--- config.mk ---
export PLATFORM = sky130hd
export DESIGN_NAME = keccak_sponge_ctrl
export DESIGN_NICKNAME = d
export VERILOG_FILES = /design/src/rtl/keccak_sponge_ctrl_pkg.sv /design/src/rtl/keccak_sponge_ctrl_word_counter.sv /design/src/rtl/keccak_sponge_ctrl.sv
export SDC_FILE = /design/constraint.sdc
export NUM_CORES = 1
export LEC_CHECK = 0
export CORE_MARGIN = 2
export CORE_UTILIZATION = 44
export CTS_CLUSTER_DIAMETER = 40
export DETAILED_ROUTE_END_ITERATION = 8
export GPL_ROUTABILITY_DRIVEN = 0
export PLACE_DENSITY = 0.73
export SLEW_MARGIN = 10
export SYNTH_ARGS = -nofsm -noshare
export SYNTH_HDL_FRONTEND = slang
export SYNTH_HIERARCHICAL = 1
export SYNTH_SLANG_ARGS = --single-unit
--- constraint.sdc ---
create_clock -name Clock -period 1.8 [get_ports Clock]
set_input_delay 0.36 -clock Clock [delete_from_list [all_inputs] [get_ports Clock]]
set_output_delay 0.36 -clock Clock [all_outputs]
set_load 0.05 [all_outputs]
--- src/rtl/keccak_sponge_ctrl_pkg.sv ---
// keccak_sponge_ctrl_pkg: sponge controller states, round count and default geometry
package keccak_sponge_ctrl_pkg;
  typedef enum logic [2:0] {IDLE, CLEAR, ABSORB, PERM_LAUNCH, PERM_WAIT, SQUEEZE} state_t;
  localparam int ROUNDS = 18;
  localparam int DEF_RATE_WORDS = 18;
  localparam int DEF_SQUEEZE_WORDS = 4;
  localparam int DEF_PERM_TIMEOUT = 24;
endpackage

--- src/rtl/keccak_sponge_ctrl_word_counter.sv ---
// sponge_word_counter: word index (Clear -> 0, Inc -> +1, back to 0 after TermIdx), Terminal when Count == TermIdx
module sponge_word_counter
  import keccak_sponge_ctrl_pkg::*;
#(
  parameter int IW = 5
) (
  input  logic          Clock,
  input  logic          Reset,
  input  logic          Clear,
  input  logic          Inc,
  input  logic [IW-1:0] TermIdx,
  output logic [IW-1:0] Count,
  output logic          Terminal
);
  assign Terminal = Count == TermIdx;
  always_ff @(posedge Clock or posedge Reset)
    if (Reset) Count <= '0;
    else if (Clear || (Inc && Terminal)) Count <= '0;
    else if (Inc) Count <= Count + 1'b1;
endmodule

--- src/rtl/keccak_sponge_ctrl.sv ---
// keccak_sponge_ctrl: absorb/permute/squeeze sequencer; Start/InValid/InLast/PermReady/OutReady in, InReady/AbsorbEn/StateClear/WordIdx/PermReset/OutValid/Busy/Done/Error out
module keccak_sponge_ctrl
  import keccak_sponge_ctrl_pkg::*;
#(
  parameter int W = 8,
  parameter int RATE_WORDS = DEF_RATE_WORDS,
  parameter int SQUEEZE_WORDS = DEF_SQUEEZE_WORDS,
  parameter int PERM_TIMEOUT = DEF_PERM_TIMEOUT
) (
  input  logic Clock,
  input  logic Reset,
  input  logic Start,
  input  logic InValid,
  output logic InReady,
  input  logic InLast,
  output logic AbsorbEn,
  output logic StateClear,
  output logic [(RATE_WORDS > 1 ? $clog2(RATE_WORDS) : 1)-1:0] WordIdx,
  output logic PermReset,
  input  logic PermReady,
  output logic OutValid,
  input  logic OutReady,
  output logic Busy,
  output logic Done,
  output logic Error
);
  localparam int IW = RATE_WORDS > 1 ? $clog2(RATE_WORDS) : 1;
  localparam int TW = $clog2(PERM_TIMEOUT + 1);
  if (W * 25 != 200 || SQUEEZE_WORDS < 1 || SQUEEZE_WORDS > RATE_WORDS) begin : g_bad_params
    $error("keccak_sponge_ctrl: unsupported parameters");
  end
  state_t state, nextState;
  logic lastFlag, cntClear, cntInc, terminal, timeout;
  logic [TW-1:0] permCycles;
  logic [IW-1:0] termIdx;
  assign termIdx = state == SQUEEZE ? IW'(SQUEEZE_WORDS - 1) : IW'(RATE_WORDS - 1);
  assign timeout = state == PERM_WAIT && !PermReady && permCycles == TW'(PERM_TIMEOUT - 1);
  sponge_word_counter #(.IW(IW)) uWordCounter (
    .Clock(Clock),
    .Reset(Reset),
    .Clear(cntClear),
    .Inc(cntInc),
    .TermIdx(termIdx),
    .Count(WordIdx),
    .Terminal(terminal)
  );
  always_ff @(posedge Clock or posedge Reset)
    if (Reset) begin
      state <= IDLE;
      lastFlag <= 1'b0;
      permCycles <= '0;
      Done <= 1'b0;
      Error <= 1'b0;
    end else begin
      state <= nextState;
      Done <= state == SQUEEZE && OutReady && terminal;
      permCycles <= state == PERM_WAIT ? permCycles + 1'b1 : '0;
      if (AbsorbEn && terminal) lastFlag <= InLast;
      if (state == IDLE && Start) Error <= 1'b0;
      else if (timeout) Error <= 1'b1;
    end
  always_comb begin
    nextState = state;
    InReady = state == ABSORB;
    AbsorbEn = InReady && InValid;
    OutValid = state == SQUEEZE;
    StateClear = state == CLEAR;
    PermReset = state != PERM_WAIT;
    Busy = state != IDLE;
    cntClear = StateClear || (state == PERM_WAIT && PermReady);
    cntInc = AbsorbEn || (OutValid && OutReady);
    case (state)
      IDLE:        nextState = Start ? CLEAR : IDLE;
      CLEAR:       nextState = ABSORB;
      ABSORB:      nextState = AbsorbEn && terminal ? PERM_LAUNCH : ABSORB;
      PERM_LAUNCH: nextState = PERM_WAIT;
      PERM_WAIT:   nextState = PermReady ? (lastFlag ? SQUEEZE : ABSORB) : timeout ? IDLE : PERM_WAIT;
      SQUEEZE:     nextState = OutReady && terminal ? IDLE : SQUEEZE;
      default:     nextState = IDLE;
    endcase
  end
endmodule

==> summary.txt, run 1 <==
Worst setup path
  • Top cell by count, worst path: buf_4
  • Buf+Inv Stages, Crit Path: 3
  • Crit-path cells: buf_4, and4bb_2, buf_4, buf_12
  • CP Launch Point: state[0]
  • Max stage delay cell, worst path: dfrtp_1
  • Crit end category: primary output
  • CP startpoint kind: flop
  • Crit-path leading delay family: flip-flops
  • WS Path Type: reg2out
  • WP data required: 1440 ps
  • CP max FO: 3
  • Reg-to-Reg Start: state[1]
  • Worst EP arrival: 1420 ps
  • Largest stage delay, worst path: 420 ps

Drt
  • Antenna viol nets, final: 0
  • WL met3: 113 um
  • Wirelength per Cell: 14.8 um
  • Iter 0 DRT Violations: 19
  • Top routing layer in use: met4
  • Final wirelength: 2.43 mm
  • Vias/cell: 5.26
  • Met1 Routed Length: 1.08 mm
  • Vias: 862
  • Detailed-router iteration count before antenna repair: 4
  • Met2 wire len: 1.20 mm
  • Post-route DRC violation count: 0

Die
  • I/O pins: 20
  • Die area: 2530 um^2
  • Core Rows: 16
  • Die X-Extent: 50.3 um
  • Total core area: 2000 um^2
  • Die Ht: 50.3 um
  • Initial Util: 47.2%

Logic synthesis
  • Post-synth EDFFs: 0
  • Distinct cells, synth: 39
  • Register area share after synthesis: 42.4%
  • Synth async-reset ratio: 100%
  • Syn. warnings: 6
  • Mapped Cells: 94
  • Synth Register Bits: 16
  • Syn avg cell area: 10.0 um^2
  • Dominant synthesized flop cell: dfrtp_1
  • Syn Std Cell Area: 945 um^2

Layout
  • Fill count: 141
  • Commonest non-fill, non-tap cell in the layout: buf_4
  • Multi-input gate area: 534 um^2
  • Area Growth Syn to Fin: 53.2%
  • Share of post-route cells with drive strength above 1: 42.3%
  • Register Area: 400 um^2
  • ANT cells: 0
  • Layout Nets: 147
  • Most frequent cells in the layout: 27 x buf_4, 16 x dfrtp_1, 7 x xor2_1
  • Non-filler cells, final: 164

Power and ir drop
  • Static Leakage: 0.705 nW
  • Worst vdd ir: 0.00119 V
  • Power per cell area: 1530 nW/um^2
  • Final total power: 0.00221 W

STA
  • Final setup vio count: 0
  • Final worst path period share: 98.7%
  • Fin crit period: 1780 ps
  • Highest clock rate: 563 MHz
  • Clock Skew: 15.6 ps
  • Max Transition Viols Final: 0
  • Final-report hold violation count: 0
  • RSZ-0062 raised after global routing: yes

Clock tree
  • CTS sink count: 16
  • CTS tree: built
  • Clock root buffer: clkbuf_4
  • Clk buf depth: 2
  • Worst-path clk slew: 100 ps
  • H-tree depth: 1
  • Number of clock buffers inserted by TritonCTS: 3
  • Worst skew pair latency: 290 ps

Status
  • Status: complete, no violations

Run
  • Max_cap viols: 0

Min path
  • Hold crit path type: in2async

GRT
  • Largest net degree at the start of global routing: 12
  • GRT Residual Overflow: 0
  • Vias in the first global route: 849
  • Antenna violations before repair: 0
  • Global-route wire length before repair: 3.82 mm
  • Global-route usage over all layers: 19.6%

Place
  • Port Buffers: 19
  • Final HPWL DP: 1.68 mm
  • Placed cells: 152
==> power breakdown <==
part | switching [W] | leakage [nW] | total (W) | internal, W
Sequential | 0.0000951 | 0.217 | 0.000526 | 0.000431
Clock | 0.000114 | 0.0210 | 0.000237 | 0.000123
Combinational | 0.000789 | 0.467 | 0.00145 | 0.000657
Total | 0.000998 | 0.705 | 0.00221 | 0.00121
==> timing repair <==
item | in CTS | in global routing
buffers inserted | 0 | 8
setup endpoints to repair | 3 | 9
gates resized for setup | 6 | 9
hold buffers | 0 | 0
pin swaps | 1 | 3
==> flip-flops by register name, indices dropped and copies added (netlist names) <==
register / flops
lastFlag: 1
permCycles: 5
Error: 1
state: 3
Done: 1
uWordCounter/Count: 5
==> final timing paths <==
check,depth (start not counted),slack (ps),end
worst max-delay path,4,20,AbsorbEn
worst min-delay path,2,300,uWordCounter/Count[1]
worst max register to register,6,30,lastFlag
worst min register to register,1,480,permCycles[0]
max in group asynchronous,2,1120,permCycles[1]
min in group Clock,1,480,permCycles[0]
==> synthesized netlist by cell type, types with 3 or more instances <==
cell type	instances	area, um^2
dfrtp_1	16	400
xor2_1	8	70.1
inv_1	7	26.3
nor2_1	6	22.5
a31oi_1	4	25.0
nand2_1	4	15.0
nand3_1	3	15.0
nor3b_1	3	22.5
==> logic make-up (layout without fill, tap and decap cells) <==
family | count (synthesis) | after routing | share of synthesized area, %
compound gates | 19 | 19 | 15.5
xor+xnor | 10 | 10 | 9.27
fa+ha+maj | 2 | 2 | 2.65
buf+inv | 12 | 54 | 5.69
flops | 16 | 16 | 42.4
mux | 1 | 1 | 1.19
other cells | 2 | 3 | 0.795
simple gates | 32 | 32 | 22.5
==> layout make-up <==
type,instances,area share [%]
Sequential cell,16,27.7
Clock buffer,4,2.51
Timing Repair Buffer,42,27.8
Multi-Input combinational cell,67,36.9
Inverter,8,2.77
Tap cell,27,2.33
==> per-stage QoR <==
stage	setup slack, ps	utilization, %	hold WS, ps	area (um^2)	setup TNS [ps]
after detailed placement	-210	64.9	480	1300	-900
after global routing	-36.8	72.3	311	1450	-91.9
after global placement	-154	64.9	447	1300	-695
after floorplan	-194	-	139	993	-1000
final	23.7	72.3	297	1450	0
after CTS	-0.851	67.8	296	1360	-0.851
==> per-layer routing <==
| metal | up-vias | global-route usage [%] |
|---|---|---|
| li1 | 417 | - |
| met1 | 412 | 26.0 |
| met2 | 29 | 32.5 |
| met3 | 4 | 4.46 |
| met4 | 0 | 4.50 |
| met5 | - | 0 |
Note: power is estimated with default switching activity, not from simulation.
==> inputs of run 2 (changes only) <==
--- a/config.mk
+++ b/config.mk
@@ -6,11 +6,12 @@
 export NUM_CORES = 1
 export LEC_CHECK = 0
 export CORE_MARGIN = 2
-export CORE_UTILIZATION = 44
+export CORE_UTILIZATION = 45
 export CTS_CLUSTER_DIAMETER = 40
+export CTS_CLUSTER_SIZE = 30
 export DETAILED_ROUTE_END_ITERATION = 8
 export GPL_ROUTABILITY_DRIVEN = 0
-export PLACE_DENSITY = 0.73
+export PLACE_DENSITY = 0.72
 export SLEW_MARGIN = 10
 export SYNTH_ARGS = -nofsm -noshare
 export SYNTH_HDL_FRONTEND = slang
==> constraint.sdc (replaced) <==
create_clock -name Clock -period 1.87 [get_ports Clock]
set_input_delay 0.374 -clock Clock [delete_from_list [all_inputs] [get_ports Clock]]
set_output_delay 0.374 -clock Clock [all_outputs]
set_load 0.05 [all_outputs]
==> run 2 against run 1 <==
Sequential power is 5.9% lower; largest power group unchanged; die area down 2.1%; critical path depth stayed put; wire length decreased by 10%; non-clock buffer count fell by 8; clock-buffer cell count unchanged; final cell count is 4.9% lower; core utilization fell by 2.7 points; via count is 6.1% lower.
==> summary.txt, run 2 (synthesis gave the netlist of run 1 again) <==
Status
  • Status: complete, no violations

Die
  • Die area: 2480 um^2
  • Die Ht: 49.8 um
  • Die X-Extent: 49.8 um
  • Core Rows: 16
  • Total core area: 1960 um^2
  • I/O pins: 20
  • Initial Util: 48.2%

Layout
  • Regs by FF count: permCycles (5), uWordCounter/Count (5), state (3)
  • Most frequent cells in the layout: 21 x buf_4, 16 x dfrtp_1, 8 x clkdlybuf4s50_1
  • Share of post-route cells with drive strength above 1: 37.2%
  • Commonest non-fill, non-tap cell in the layout: buf_4
  • Layout Nets: 139
  • Area Growth Syn to Fin: 44.6%
  • Final core occ: 69.6%
  • ANT cells: 0
  • Fill count: 172
  • Non-filler cells, final: 156

Clock tree
  • Worst skew pair latency: 280 ps
  • CTS sink count: 16
  • Clock root buffer: clkbuf_4
  • Hold-fix buffers, CTS: 0
  • Number of clock buffers inserted by TritonCTS: 3
  • H-tree depth: 1
  • Worst-path clk slew: 100 ps
  • Clk buf depth: 2
  • CTS tree: built

Worst setup path
  • WP data required: 1500 ps
  • WS Path Type: reg2out
  • CP max FO: 6
  • Largest stage delay, worst path: 420 ps
  • Reg-to-Reg End: uWordCounter/Count[2]
  • Reg2Reg Depth: 6
  • Reg-to-Reg Start: state[1]
  • Worst EP arrival: 1450 ps
  • Crit-path cells: buf_4, nor3b_4, inv_2, buf_6
  • Max stage delay cell, worst path: dfrtp_1
  • Crit end category: primary output
  • CP startpoint kind: flop
  • Worst reg-to-reg setup slack: 60 ps

Place
  • Final HPWL DP: 1.71 mm
  • Port Buffers: 19
  • Place WS: -206 ps
  • Placed cells: 149

GRT
  • Largest net degree at the start of global routing: 12
  • Global-route wire length before repair: 3.78 mm
  • Global-route usage over all layers: 19.9%
  • Antenna violations before repair: 0
  • Vias in the first global route: 844
  • GRT Residual Overflow: 0

Run
  • Max_cap viols: 0

STA
  • Max Transition Viols Final: 0
  • Final-report hold violation count: 0
  • Clock Skew: 6.08 ps
  • RSZ-0062 raised after global routing: yes
  • Final WS setup: 46.6 ps
  • Fin crit period: 1820 ps
  • Hold WS: 313 ps
  • Final worst path period share: 97.5%
  • Final setup vio count: 0
  • Highest clock rate: 548 MHz

Power and ir drop
  • Power per cell area: 1420 nW/um^2
  • Final total power: 0.00194 W
  • Static Leakage: 0.648 nW
  • Worst vdd ir: 0.000848 V

Drt
  • Post-route DRC violation count: 0
  • Antenna viol nets, final: 0
  • Vias: 809
  • Iter 0 DRT Violations: 9
  • Final wirelength: 2.19 mm
  • Vias/cell: 5.19
  • Detailed-router iteration count before antenna repair: 4
  • Wirelength per Cell: 14.0 um

Min path
  • Hold crit path type: in2async
==> run 2: cell types whose count changed in the layout (fill, tap and decap cells not counted) <==
cell,previous run,this run
buf_4,27,21
clkdlybuf4s50_1,6,8
inv_8,1,0
o311ai_1,2,0
buf_6,4,1
inv_2,0,1
o311ai_0,0,2
buf_8,1,0
==> run 2: worst max-delay path by stage <==
stage              from                    end  slack [ps]  depth (start not counted)
6_report       state[0]              PermReset          50                          4
5_1_grt        state[0]              PermReset         -20                          4
4_1_cts        state[0]              PermReset          20                          4
3_5_place_dp    InValid  uWordCounter/Count[3]        -210                          6
3_3_place_gp    InValid  uWordCounter/Count[3]        -120                          6
2_1_floorplan  state[1]               state[2]        -120                         10
==> run 2: cell type report <==
cell class | instances | area (um^2) | area share [%]
clock buffers | 4 | 36.3 | 2.66
inverters | 8 | 32.5 | 2.38
flip-flops and latches | 16 | 400 | 29.3
repair buffers | 34 | 329 | 24.1
well taps | 27 | 33.8 | 2.47
multi-input cells | 67 | 534 | 39.1
==> run 2: power breakdown <==
| group | total [W] | switching (W) | internal [W] |
|---|---|---|---|
| Combinational | 0.00121 | 0.000683 | 0.000527 |
| Clock | 0.000232 | 0.000113 | 0.000118 |
| Sequential | 0.000495 | 0.0000806 | 0.000415 |
| Total | 0.00194 | 0.000877 | 0.00106 |
==> run 2: per-stage QoR <==
step                instance area, um^2  setup TNS, ps
finish                             1370              0
global route                       1370          -18.9
CTS                                1320              0
detailed placement                 1280           -622
global placement                   1280           -365
floorplan                           993           -459
==> run 2: layer usage <==
layer  vias up  GRT usage [%]  wire length, um
li1        399              -                -
met1       390           24.4              890
met2        18           36.9             1200
met3         2           1.82               71
met4         0           5.56               19
met5         -              0                0
==> run 2: critical path: cells and delay by family, from the launching register on <==
kind / cells / cell delay, ps
buf+inv: 3 / 450
flops: 1 / 420
simple gates: 1 / 290
==> run 2: timing repair <==
action	in CTS	in global routing
endpoints found under the hold margin	0	0
endpoints found under the setup margin	1	7
gates cloned	0	0
resized for setup	0	6
buffers inserted	0	3
pin swaps	1	1
==> inputs of run 3 (changes only) <==
--- a/config.mk
+++ b/config.mk
@@ -5,6 +5,7 @@
 export SDC_FILE = /design/constraint.sdc
 export NUM_CORES = 1
 export LEC_CHECK = 0
+export CORE_ASPECT_RATIO = 1.25
 export CORE_MARGIN = 2
 export CORE_UTILIZATION = 45
 export CTS_CLUSTER_DIAMETER = 40
==> run 3 against run 2 <==
Global-route usage shrank 1.7 points; maximum frequency grew 0.66%; worst hold slack gained 13 ps; combinational power hardly changed; sequential power increased by 2%; sequential cell count did not move; sequential share of layout area unchanged; critical path depth did not move.
==> summary.txt, run 3 (synthesis gave the netlist of run 1 again) <==
Status
  • Status: complete, no violations

Layout
  • ANT cells: 0
  • Regs by FF count: permCycles (5), uWordCounter/Count (5), state (3)
  • Most frequent cells in the layout: 23 x buf_4, 16 x dfrtp_1, 8 x clkdlybuf4s50_1
  • Layout Nets: 141
  • Area Growth Syn to Fin: 44.6%
  • Share of post-route cells with drive strength above 1: 38.2%
  • Commonest non-fill, non-tap cell in the layout: buf_4
  • Design Area, Final: 1370 um^2

Place
  • Placed cell areas: 1280 um^2
  • Port Buffers: 19
  • Final HPWL DP: 1.64 mm

STA
  • RSZ-0062 raised after global routing: yes
  • Final-report hold violation count: 0
  • Hold WS: 326 ps
  • Max Transition Viols Final: 0
  • Final setup vio count: 0
  • Fin crit period: 1810 ps
  • Final worst path period share: 96.9%
  • Highest clock rate: 552 MHz
  • Clock Skew: 1.59 ps

Worst setup path
  • Worst reg-to-reg setup slack: 80 ps
  • Reg2Reg Depth: 6
  • Crit end category: primary output
  • CP startpoint kind: flop
  • CP Launch Point: state[0]
  • WP data required: 1500 ps
  • CP max FO: 6
  • Reg-to-Reg Start: state[1]
  • WS Path Type: reg2out
  • Worst EP arrival: 1440 ps
  • Reg-to-Reg End: uWordCounter/Count[3]
  • Worst Setup EP: PermReset

Drt
  • Post-route DRC violation count: 0
  • Iter 0 DRT Violations: 27
  • Vias/cell: 5.48
  • Detailed-router iteration count before antenna repair: 4
  • Wirelength per Cell: 14.0 um
  • Final wirelength: 2.12 mm
  • Antenna viol nets, final: 0
  • Vias: 828

Die
  • Total core area: 1980 um^2
  • Initial Util: 47.7%
  • Die X-Extent: 45.0 um
  • I/O pins: 20
  • Core Rows: 18
  • Die Ht: 55.2 um
  • Die area: 2480 um^2

Min path
  • Hold crit path type: in2async

Run
  • Max_cap viols: 0

GRT
  • Global-route wire length before repair: 3.37 mm
  • Vias in the first global route: 815
  • Global-route usage over all layers: 18.3%
  • Antenna violations before repair: 0
  • GRT Residual Overflow: 0
  • Largest net degree at the start of global routing: 12

Clock tree
  • CTS tree: built
  • Number of clock buffers inserted by TritonCTS: 3
  • Clk buf depth: 2
  • Worst-path clk slew: 100 ps
  • Worst skew pair latency: 280 ps
  • Clock root buffer: clkbuf_4
  • CTS sink count: 16
  • H-tree depth: 1

Power and ir drop
  • Worst vdd ir: 0.000978 V
  • Static Leakage: 0.658 nW
  • Power per cell area: 1420 nW/um^2
run 3: changes by cell type in the layout (fill, tap and decap cells not counted):
| cell | delta |
|---|---|
| a21o_2 | +1 |
| a21o_4 | -1 |
| buf_4 | +2 |
run 3: repair_timing:
item	in CTS	in global routing
hold endpoints to repair	0	0
gates resized for setup	0	5
endpoints found under the setup margin	0	7
setup buffers	0	4
hold buffers	0	0
run 3: per-layer routing:
metal / share of wire (%) / global-route usage (%)
met2: 52 / 30.4
met4: 1.7 / 10.1
met5: 0 / 0
met1: 43 / 21.5
met3: 3.8 / 2.61
run 3: worst min-delay path by stage:
stage,start,end,slack [ps],depth (start not counted)
finish,Reset,uWordCounter/Count[2],330,2
global route,Reset,uWordCounter/Count[2],330,2
CTS,Reset,uWordCounter/Count[2],320,2
detailed placement,permCycles[0],permCycles[0],460,1
global placement,permCycles[0],permCycles[0],450,1
floorplan,Reset,uWordCounter/Count[0],150,1
run 3: area by class of cell:
class	count	area, um^2
Multi-Input combinational cell	67	528
Clock buffer	4	36.3
Tap cell	20	25.0
Fill cell	150	616
Timing Repair Buffer	36	344
Inverter	8	32.5
Sequential cell	16	400
run 3: report_power, final:
part | leakage (nW) | internal (W) | switching (W) | total [W]
sequential | 0.217 | 0.000415 | 0.0000921 | 0.000507
combinational | 0.420 | 0.000531 | 0.000680 | 0.00121
clock | 0.0210 | 0.000118 | 0.000110 | 0.000229
run 3: through the flow:
stage          total power [W]  util, %  TNS, ps  worst slack (ps)  cells
3_3_place_gp           0.00164     64.6     -266              -105    143
2_1_floorplan          0.00123        -     -459              -124     95
6_report               0.00195     68.9        0              58.6    151
4_1_cts                0.00189     66.4        0              16.8    147
3_5_place_dp           0.00167     64.6     -535              -175    143
5_1_grt                0.00206     68.9    -52.8             -30.6    151
run 3: critical path, cell delays in order (launching register included):
cell     delay (ps)
dfrtp_1         410
buf_4           170
nor3b_4         280
inv_2           120
buf_6           170
